## config.mk

```make
export PLATFORM = sky130hd
export DESIGN_NAME = seq1001_moore_detector
export DESIGN_NICKNAME = d
export VERILOG_FILES = /design/src/rtl/seq1001_moore_detector.sv
export SDC_FILE = /design/constraint.sdc
export NUM_CORES = 1
export LEC_CHECK = 0
export CORE_AREA = 2 2 39 41
export DETAILED_ROUTE_END_ITERATION = 10
export DIE_AREA = 0 0 41 43
export DONT_BUFFER_PORTS = 1
export HOLD_SLACK_MARGIN = 0.02
export PLACE_DENSITY_LB_ADDON = 0.08
export SYNTH_ARGS = -nofsm -noshare
export SYNTH_HDL_FRONTEND = slang
export SYNTH_SLANG_ARGS = --single-unit
```

## constraint.sdc

```tcl
create_clock -name clk -period 1.63 [get_ports clk]
set_input_delay 0.4075 -clock clk [delete_from_list [all_inputs] [get_ports clk]]
set_output_delay 0.4075 -clock clk [all_outputs]
set_load 0.05 [all_outputs]
```

## src/rtl/seq1001_moore_detector.sv

```systemverilog
// Moore FSM that detects the serial pattern 1-0-0-1 and keeps a saturating detection count.
// Define SEQ1001_OVERLAP_EN to let the trailing 1 of a match start the next one.
module seq1001_moore_detector #(
    parameter int unsigned CNT_W = 8
) (
    input  logic             clk,
    input  logic             rst,
    input  logic             in,
    output logic             out,
    output logic [CNT_W-1:0] det_cnt
);

    typedef enum logic [2:0] {
        IDLE = 3'd0,
        S1   = 3'd1,
        S10  = 3'd2,
        S100 = 3'd3,
        DET  = 3'd4
    } state_t;

    localparam logic [CNT_W-1:0] CNT_MAX = {CNT_W{1'b1}};

    state_t           r_state;
    state_t           w_next;
    logic             r_out;
    logic [CNT_W-1:0] r_cnt;

    // Next-state decode; unused encodings fall back to IDLE.
    always_comb begin
        w_next = IDLE;
        case (r_state)
            IDLE:    w_next = in ? S1 : IDLE;
            S1:      w_next = in ? S1 : S10;
            S10:     w_next = in ? S1 : S100;
            S100:    w_next = in ? DET : IDLE;
`ifdef SEQ1001_OVERLAP_EN
            DET:     w_next = in ? S1 : S10;
`else
            DET:     w_next = in ? S1 : IDLE;
`endif
            default: w_next = IDLE;
        endcase
    end

    // out is registered from the next state so it equals (state == DET) with no path from in.
    always_ff @(posedge clk or negedge rst) begin
        if (!rst) begin
            r_state <= IDLE;
            r_out   <= 1'b0;
            r_cnt   <= '0;
        end else begin
            r_state <= w_next;
            r_out   <= (w_next == DET);
            if ((w_next == DET) && (r_cnt != CNT_MAX)) begin
                r_cnt <= r_cnt + CNT_W'(1);
            end
        end
    end

    assign out     = r_out;
    assign det_cnt = r_cnt;

endmodule

```

==> flow_metrics.tcl, run 1 <==
set metrics [dict create \
    netlist_area_um2 553 \
    area_growth_pct 25.6 \
    met1_length_um 440 \
    path_class "flip-flop to flip-flop" \
    firstDrtPassIters 3 \
    drive_above_1_share_pct 43.3 \
    portBuffers 0 \
    finish.net_count 65 \
    final_cell_mix "9 x buf_4, 6 x nand2_1, 6 x dfrtp_2, 6 x dfrtp_1, 4 x xnor2_1" \
    cp-startpoint "r_state[2]" \
    wl_met3_um 45 \
    yosys_warnings 0 \
    drt_iter0_markers 7 \
    vias_per_cell 5.24 \
    cp-end-kind "flip-flop" \
    clock_insertion_delay_worst_skew_ns 0.28 \
    outcome "finished clean" \
    syn_nets 50 \
    p_leak_uw 0.000307 \
    die_h_um 43 \
    place_hpwl_um 779 \
    synthCells 46 \
    track_usage_pct 15.4 \
    critical_path.cell_chain "and4b_4 -> nand4_1 -> nor2_1 -> mux2_2" \
    yosysSeqAreaShare_pct 54.3 \
    highest_layer "met4" \
    cp_max_fo 5 \
    grt_max_degree 13 \
    cts_buffers 3 \
    crit_path_top_delay_cell "dfrtp_1" \
    antenna_found_initial 0 \
    min-delay-start "in" \
    synthDistinctLibCells 23 \
    clkTransAtPathRegs_ns 0.08 \
    finalSetupViolCount 0 \
    synth-xor-area-share_pct 6.33 \
    nFillCells 127 \
    numClockSinks 12 \
    skew_ns 0.000498 \
    worstReg2RegStart "r_state[2]" \
    ctsResizeCount 0 \
    clk_path_buf_depth 2 \
    vias 398 \
    hold_path_class "input port to flip-flop" \
    fin_crit_ns 1.54 \
    crit_family "simple AND/OR/NAND/NOR gates" \
    critical_path.startpoint_type "flip-flop" \
    place.gp.congestion 0.805 \
    avgSynthCellArea_um2 12.0 \
    core-area_mm2 0.00138 \
    slew_headroom_pct 63.9 \
    htreeDepth 1 \
    clockRootBuffer "clkbuf_4" \
    die_x_um 41 \
    dieArea_mm2 0.00176 \
    totalWireLength_um 1070 \
    fmax_mhz 649 \
    grt_pass1_vias 391 \
    rsz0062_at_grt "false" \
    timing.final.crit_share_pct 94.6 \
    synth_compound_area_share_pct 6.79 \
    worst_pin_slew_ns 0.540 \
    ant_nets 0 \
    wl_met2_um 543 \
    drc 0 \
    crit_buf_inv 0 \
    final_common_cell "buf_4" \
    slew_violations 0 \
    grt_pass1_wl_um 1790 \
    num_antenna_cells 0 \
    rows 14 \
    maxCapViolCount 0 \
    powerDensity_mw_per_mm2 1610 \
    gr-total-overflow 0 \
    wire_per_inst_um 14.0 \
    synth_mux_area_share_pct 8.82 \
    worst_path_largest_cell_delay_ns 0.42 \
    finalHoldViolCount 0 \
    initial_core_util_pct 40.0 \
    cts_tree "built" \
    ir_drop_v 0.00101 \
    synth_adder_area_share_pct 2.26 \
    r2r_slack_ns 0.09 \
    synth_top_family_by_area "simple AND/OR/NAND/NOR gates" \
    hold_ws_ns 0.198 \
    worstPathRequired_ns 1.80 \
    final.setup.tns_ns 0 \
    synthSimpleGateAreaFrac_pct 20.8 \
    ys_ff_latch 12 \
    num_io_pins 12 \
    critPathArrivalTime_ns 1.71 \
]
[logic make-up after synthesis]
logic type | Yosys count
AO/OA/AOI/OAI | 6
XOR/XNOR | 4
adder cells (fa/ha/maj) | 1
buffers and inverters | 1
flip-flops | 12
multiplexers | 4
AND/OR/NAND/NOR | 18
[sequential cells by signal, summed over array words and instances (netlist names)]
| name | count |
|---|---|
| det_cnt | 8 |
| r_state | 3 |
| out | 1 |
[worst paths after layout]
path,endpoint,cells after the start
max in group asynchronous,det_cnt[4],1
max reg2reg,det_cnt[5],4
max,det_cnt[5],4
min in group asynchronous,out,1
min reg2reg,r_state[1],1
min,r_state[1],1
[Yosys cell counts]
cell type	instances	area, um^2
nor3_1	1	5.00
and4b_4	1	13.8
nand4_2	1	12.5
dfrtp_1	12	300
nand2_1	6	22.5
nand3_1	1	5.00
o21bai_1	1	7.51
mux2_4	1	15.0
mux2_2	1	11.3
o22ai_1	1	6.26
o21ai_0	1	5.00
and3_4	1	11.3
o21ai_2	1	8.76
ha_1	1	12.5
a21oi_1	2	10.0
nand4_1	2	12.5
or2_1	1	6.26
mux2_1	2	22.5
or2b_1	1	7.51
xnor2_1	4	35.0
and4b_2	1	11.3
nor2_1	2	7.51
inv_1	1	3.75
[per-stage QoR]
step | instances | util [%] | worst slack (ns) | area [um^2] | total power (uW)
2_1_floorplan | 46 | - | 0.0107 | 561 | 765
3_3_place_gp | 70 | 46.3 | 0.137 | 641 | 861
3_5_place_dp | 70 | 46.3 | 0.0954 | 641 | 876
4_1_cts | 75 | 49.6 | 0.0834 | 687 | 1130
5_1_grt | 76 | 50.2 | 0.000456 | 694 | 1190
6_report | 76 | 50.2 | 0.0885 | 694 | 1120
[worst register-to-register path, stage by stage, from the launching register on]
cell	delay, ns
dfrtp_1	0.42
and4b_4	0.38
nand4_1	0.15
nor2_1	0.14
mux2_2	0.34
[routing by layer]
layer,vias to the layer above,GRT usage (%)
li1,193,-
met1,192,19.9
met2,8,21.9
met3,5,3.66
met4,0,10.0
met5,-,0
[layout make-up]
class / instances / area (um^2) / share of cell area (%)
Clock buffer: 4 / 36.3 / 5.23
Inverter: 1 / 3.75 / 0.541
Multi-Input combinational cell: 33 / 249 / 35.9
Sequential cell: 12 / 308 / 44.3
Tap cell: 16 / 20.0 / 2.88
Timing Repair Buffer: 10 / 77.6 / 11.2
[where the power goes]
| group | leakage, uW | total, uW | switching, uW | internal (uW) |
|---|---|---|---|---|
| clock network | 0.0000210 | 242 | 106 | 136 |
| logic | 0.000136 | 409 | 264 | 145 |
| registers | 0.000150 | 468 | 87.8 | 380 |
| total | 0.000307 | 1120 | 458 | 661 |
[repair_timing]
item / in CTS / in global routing
hold buffers: 1 / 0
buffers inserted: 0 / 1
hold endpoints to repair: 12 / 0
endpoints found under the setup margin: 0 / 1
No activity file was read; power rests on OpenSTA's default activity.
==> run 2, diff against run 1 <==
--- a/constraint.sdc
+++ b/constraint.sdc
@@ -3,2 +3,2 @@
 set_output_delay 0.4075 -clock clk [all_outputs]
-set_load 0.05 [all_outputs]
+set_load 0.02 [all_outputs]
==> run 2 against run 1 <==
Critical path depth unchanged. Maximum frequency up 2.6%. Flip-flop and latch count did not move. Sequential power is essentially flat. First-iteration DRC count down 43%. Combinational power fell by 31%. Global-route usage fell by 0.60 points. Utilization decreased by 1.1 points. Largest cell class unchanged. Sequential share of layout area is 0.13 points lower. Routed wire length grew 0.94%.
==> flow_metrics.tcl, run 2 (synthesis results as in run 1) <==
set metrics [dict create \
    clockRootBuffer "clkbuf_4" \
    hold_path_class "input port to flip-flop" \
    grt_pass1_wl_um 1730 \
    worst_pin_slew_ns 0.555 \
    critPathArrivalTime_ns 1.67 \
    place.gp.congestion 0.800 \
    initial_core_util_pct 40.0 \
    vias 400 \
    portBuffers 0 \
    vias_per_cell 5.33 \
    gr-total-overflow 0 \
    clk_path_buf_depth 2 \
    num_antenna_cells 0 \
    drt_iter0_markers 4 \
    finalSetupViolCount 0 \
    outcome "finished clean" \
    crit_path_top_delay_cell "dfrtp_1" \
    p_leak_uw 0.000312 \
    die_h_um 43 \
    htreeDepth 1 \
    cp_max_fo 5 \
    ir_drop_v 0.000727 \
    ctsResizeCount 0 \
    die_x_um 41 \
    wire_per_inst_um 14.4 \
    clkTransAtPathRegs_ns 0.08 \
    rows 14 \
    slew_headroom_pct 62.9 \
    clock_insertion_delay_worst_skew_ns 0.28 \
    final_cell_mix "12 x dfrtp_1, 8 x buf_4, 6 x nand2_1" \
    critical_path.startpoint_type "flip-flop" \
    grt_pass1_vias 393 \
    worstPathRequired_ns 1.80 \
    antenna_found_initial 0 \
    nFillCells 131 \
    fin_crit_ns 1.50 \
    drc 0 \
    path_class "flip-flop to flip-flop" \
    drive_above_1_share_pct 32.2 \
    worst_path_largest_cell_delay_ns 0.39 \
    finalHoldViolCount 0 \
    track_usage_pct 14.8 \
    powerDensity_mw_per_mm2 1470 \
    rsz0062_at_grt "false" \
    cts_buffers 3 \
    critical_path.cell_chain "and4b_4 -> nand4_1 -> nor2_1 -> mux2_1" \
    cts_tree "built" \
    hold_ws_ns 0.191 \
    core-area_mm2 0.00138 \
    final.setup.tns_ns 0 \
    area_growth_pct 22.9 \
    place_hpwl_um 799 \
    finish.net_count 64 \
    firstDrtPassIters 2 \
    grt.busiest_layer "met2" \
    numClockSinks 12 \
    num_io_pins 12 \
    maxCapViolCount 0 \
    grt_util_met1_pct 19.3 \
    totalWireLength_um 1080 \
    largest_register_ffs 8 \
    ant_nets 0 \
    skew_ns 0.00144 \
    final_common_cell "dfrtp_1" \
    grt_max_degree 13 \
    use_met2_pct 21.6 \
    crit_buf_inv 0 \
    met3_usage_pct 3.66 \
    dieArea_mm2 0.00176 \
    slew_violations 0 \
    timing.final.crit_share_pct 92.1 \
    fmax_mhz 666 \
    crit_family "simple AND/OR/NAND/NOR gates" \
    cp-end-kind "flip-flop" \
]
-- run 2: cell count changes in the layout (fill, tap and decap cells not counted) --
cell,delta
dfrtp_1,+6
buf_4,-1
dfrtp_2,-6
-- run 2: report_power, final --
group	internal [uW]	leakage, uW	switching [uW]
clock	136	0.0000210	107
combinational	133	0.000132	150
sequential	374	0.000159	96.0
-- run 2: path summary, 6_finish.rpt --
check,slack (ns),startpoint,cells after the start,to
setup reg to reg,0.13,r_state[2],4,det_cnt[7]
min in group asynchronous,0.55,rst,1,det_cnt[6]
max in group asynchronous,0.72,rst,1,r_state[2]
hold / removal,0.19,in,1,r_state[1]
hold reg to reg,0.57,r_state[2],2,r_state[1]
setup / recovery,0.13,r_state[2],4,det_cnt[7]
-- run 2: cell type report --
class,instances,area (um^2),area share [%]
inverters,1,3.75,0.552
well taps,16,20.0,2.95
multi-input cells,33,249,36.6
flip-flops and latches,12,300,44.2
clock buffers,4,36.3,5.34
repair buffers,9,70.1,10.3
-- run 2: stage by stage --
stage	cell area (um^2)	worst slack (ns)	utilization, %	power [uW]	instances
2_1_floorplan	553	0.0915	-	647	46
3_3_place_gp	626	0.142	45.2	724	69
3_5_place_dp	626	0.0847	45.2	746	69
4_1_cts	672	0.0765	48.6	998	74
5_1_grt	679	0.0262	49.1	1050	75
6_report	679	0.128	49.1	996	75
-- run 2: worst reg2reg max path: cells and delay by family, from the launching register on --
kind / cells / cell delay (ns)
mux: 1 / 0.33
simple gates: 3 / 0.68
flops: 1 / 0.39
-- run 2: layer usage --
layer	part of all wire, %	up-vias
li1	-	191
met1	45	196
met2	48	8
met3	4.8	5
met4	2.8	0
met5	0	-
-- run 2: timing repair --
item,in CTS,in global routing
setup endpoints to repair,0,2
hold buffers,1,0
endpoints found under the hold margin,12,0
setup buffers,0,1
==> edit (config.mk and constraints of run 1) <==
Set the parameter `CNT_W` to 6 (it was 8).
--- a/src/rtl/seq1001_moore_detector.sv
+++ b/src/rtl/seq1001_moore_detector.sv
@@ -1,7 +1,7 @@
 // Moore FSM that detects the serial pattern 1-0-0-1 and keeps a saturating detection count.
 // Define SEQ1001_OVERLAP_EN to let the trailing 1 of a match start the next one.
 module seq1001_moore_detector #(
-    parameter int unsigned CNT_W = 8
+    parameter int unsigned CNT_W = 6
 ) (
     input  logic             clk,
     input  logic             rst,
Ports: changed (resized det_cnt); port bits go from 12 to 10. No check against the original RTL was run, so the function may have changed too.
==> edit against run 1 <==
Sequential power down 13%; wire length down 18%; maximum frequency up 0.38%; first-iteration DRC count down 86%; sequential cell count down 2; clock power down 9.1%; total power down 5.1%; die area unchanged; combinational power up 6.4%; setup slack better by 0.0058 ns; final area down 18%; area after synthesis down 18%; count of clock-buffer cells in the layout unchanged; highest routed layer unchanged.
==> edit: results (changes against run 1) <==
* Status: completed (unchanged)
- The worst clock skew came to 0.002617 ns (was 0.0004975 ns).
* Number of nets at the end of the flow: 52 (was 65)
- The cell type group with the largest total delay on the critical path was simple AND/OR/NAND/NOR gates (unchanged).
* GR Util All Layers: 0.1288 (was 0.1538)
- Routed wirelength normalized by instance count: 13.92 um (was 14.04 um)
- The final RePlAce weighted congestion is 0.6893 (was 0.8048).
- CP peak stage delay: 0.40 ns (was 0.42 ns)
- Critical path arrival: 1.68 ns (was 1.71 ns)
- Slew at the pin with the worst max-slew slack: 0.4581 ns (was 0.5400 ns)
- The post-place setup slack was 0.1035 ns (was 0.09536 ns).
* Wire length of the first global-routing pass: 1449 um (was 1787 um)
- The length of routed met3 wiring was 54 um (was 45 um).
- Cell Area, Placed: 521.8 um^2 (was 640.6 um^2)
- Clk_lat worst skew: 0.26 ns (was 0.28 ns)
* Synthesized area per cell: 12.58 um^2 (was 12.02 um^2)
- Leakage power total: 0.2664 nW (was 0.3071 nW)
* Worst-case hold slack: 0.2062 ns (was 0.1977 ns)
- Routed metal-1 wirelength: 405 um (was 440 um)
- Highest attainable clock frequency: 651.2 MHz (was 648.7 MHz)
- Maximum vdd drop: 0.7019 mV (was 1.011 mV)
- The HPWL reported at the end of detailed placement is 678.1 um (was 778.8 um).
- Number of flip-flops under the largest register name: 6 (was 8)
* Most area-consuming cells after synthesis: sky130_fd_sc_hd__dfrtp_1, sky130_fd_sc_hd__and4b_2, sky130_fd_sc_hd__a41oi_1 (was sky130_fd_sc_hd__dfrtp_1, sky130_fd_sc_hd__xnor2_1, sky130_fd_sc_hd__mux2_1)
* Most frequent cells after synthesis: sky130_fd_sc_hd__dfrtp_1, sky130_fd_sc_hd__nand3_1 (was sky130_fd_sc_hd__dfrtp_1, sky130_fd_sc_hd__nand2_1, sky130_fd_sc_hd__xnor2_1)
- The number of global-route vias before repair came to 335 (was 391).
* Cell total after placement: 58 (was 70)
* Total met2 wirelength after detailed routing: 413 um (was 543 um)
- Net Count, Synth: 40 (was 50)
* Sequential element share of the synthesized area: 0.5525 (was 0.5430)
* Critical-path maximum fanout: 3 (was 5)
* Post-CTS setup buffers: 0 (unchanged)
- The cell with the largest stage delay on the worst path is sky130_fd_sc_hd__dfrtp_2 (was sky130_fd_sc_hd__dfrtp_1).
* Final std cells w/o fill: 63 (was 76)
- The share of layout cells above drive strength 1 came to 0.4255 (was 0.4333).
==> edit: worst paths after layout <==
| path | from | end | cells after the start |
|---|---|---|---|
| setup / recovery | det_cnt[0] | det_cnt[1] | 5 |
| hold / removal | in | r_state[1] | 1 |
| setup reg to reg | det_cnt[0] | det_cnt[1] | 5 |
| hold reg to reg | r_state[2] | r_state[1] | 1 |
| max in group asynchronous | rst | det_cnt[2] | 1 |
| min in group asynchronous | rst | out | 1 |
==> edit: area by class of cell <==
cell class | instances | area (um^2)
sequential | 10 | 254.0
tap | 16 | 20.02
clock buffer | 4 | 36.28
timing repair buffer | 7 | 55.05
multi-input combinational | 26 | 202.7
fill | 141 | 815.8
==> edit: cells by family (layout without fill, tap and decap cells) <==
logic type / Yosys count / count (layout) / share of synthesized area
adder cells (fa/ha/maj): 1 / 1 / 0.02762
AO/OA/AOI/OAI: 7 / 7 / 0.1133
XOR/XNOR: 2 / 2 / 0.03868
AND/OR/NAND/NOR: 15 / 15 / 0.2348
flip-flops: 10 / 10 / 0.5525
buffers and inverters: 0 / 11 / 0
multiplexers: 1 / 1 / 0.03314
==> edit: routing by layer <==
| metal | global-route usage | vias to the layer above |
|---|---|---|
| met5 | 0 | - |
| met1 | 0.1561 | 158 |
| met3 | 0.04712 | 2 |
| met2 | 0.1750 | 8 |
| met4 | 0.1000 | 0 |
| li1 | - | 156 |
==> edit: power breakdown <==
group / leakage, nW / switching [mW] / total [mW] / internal, mW
sequential: 0.128 / 0.0757 / 0.407 / 0.331
combinational: 0.118 / 0.273 / 0.435 / 0.162
clock: 0.0210 / 0.0843 / 0.220 / 0.135
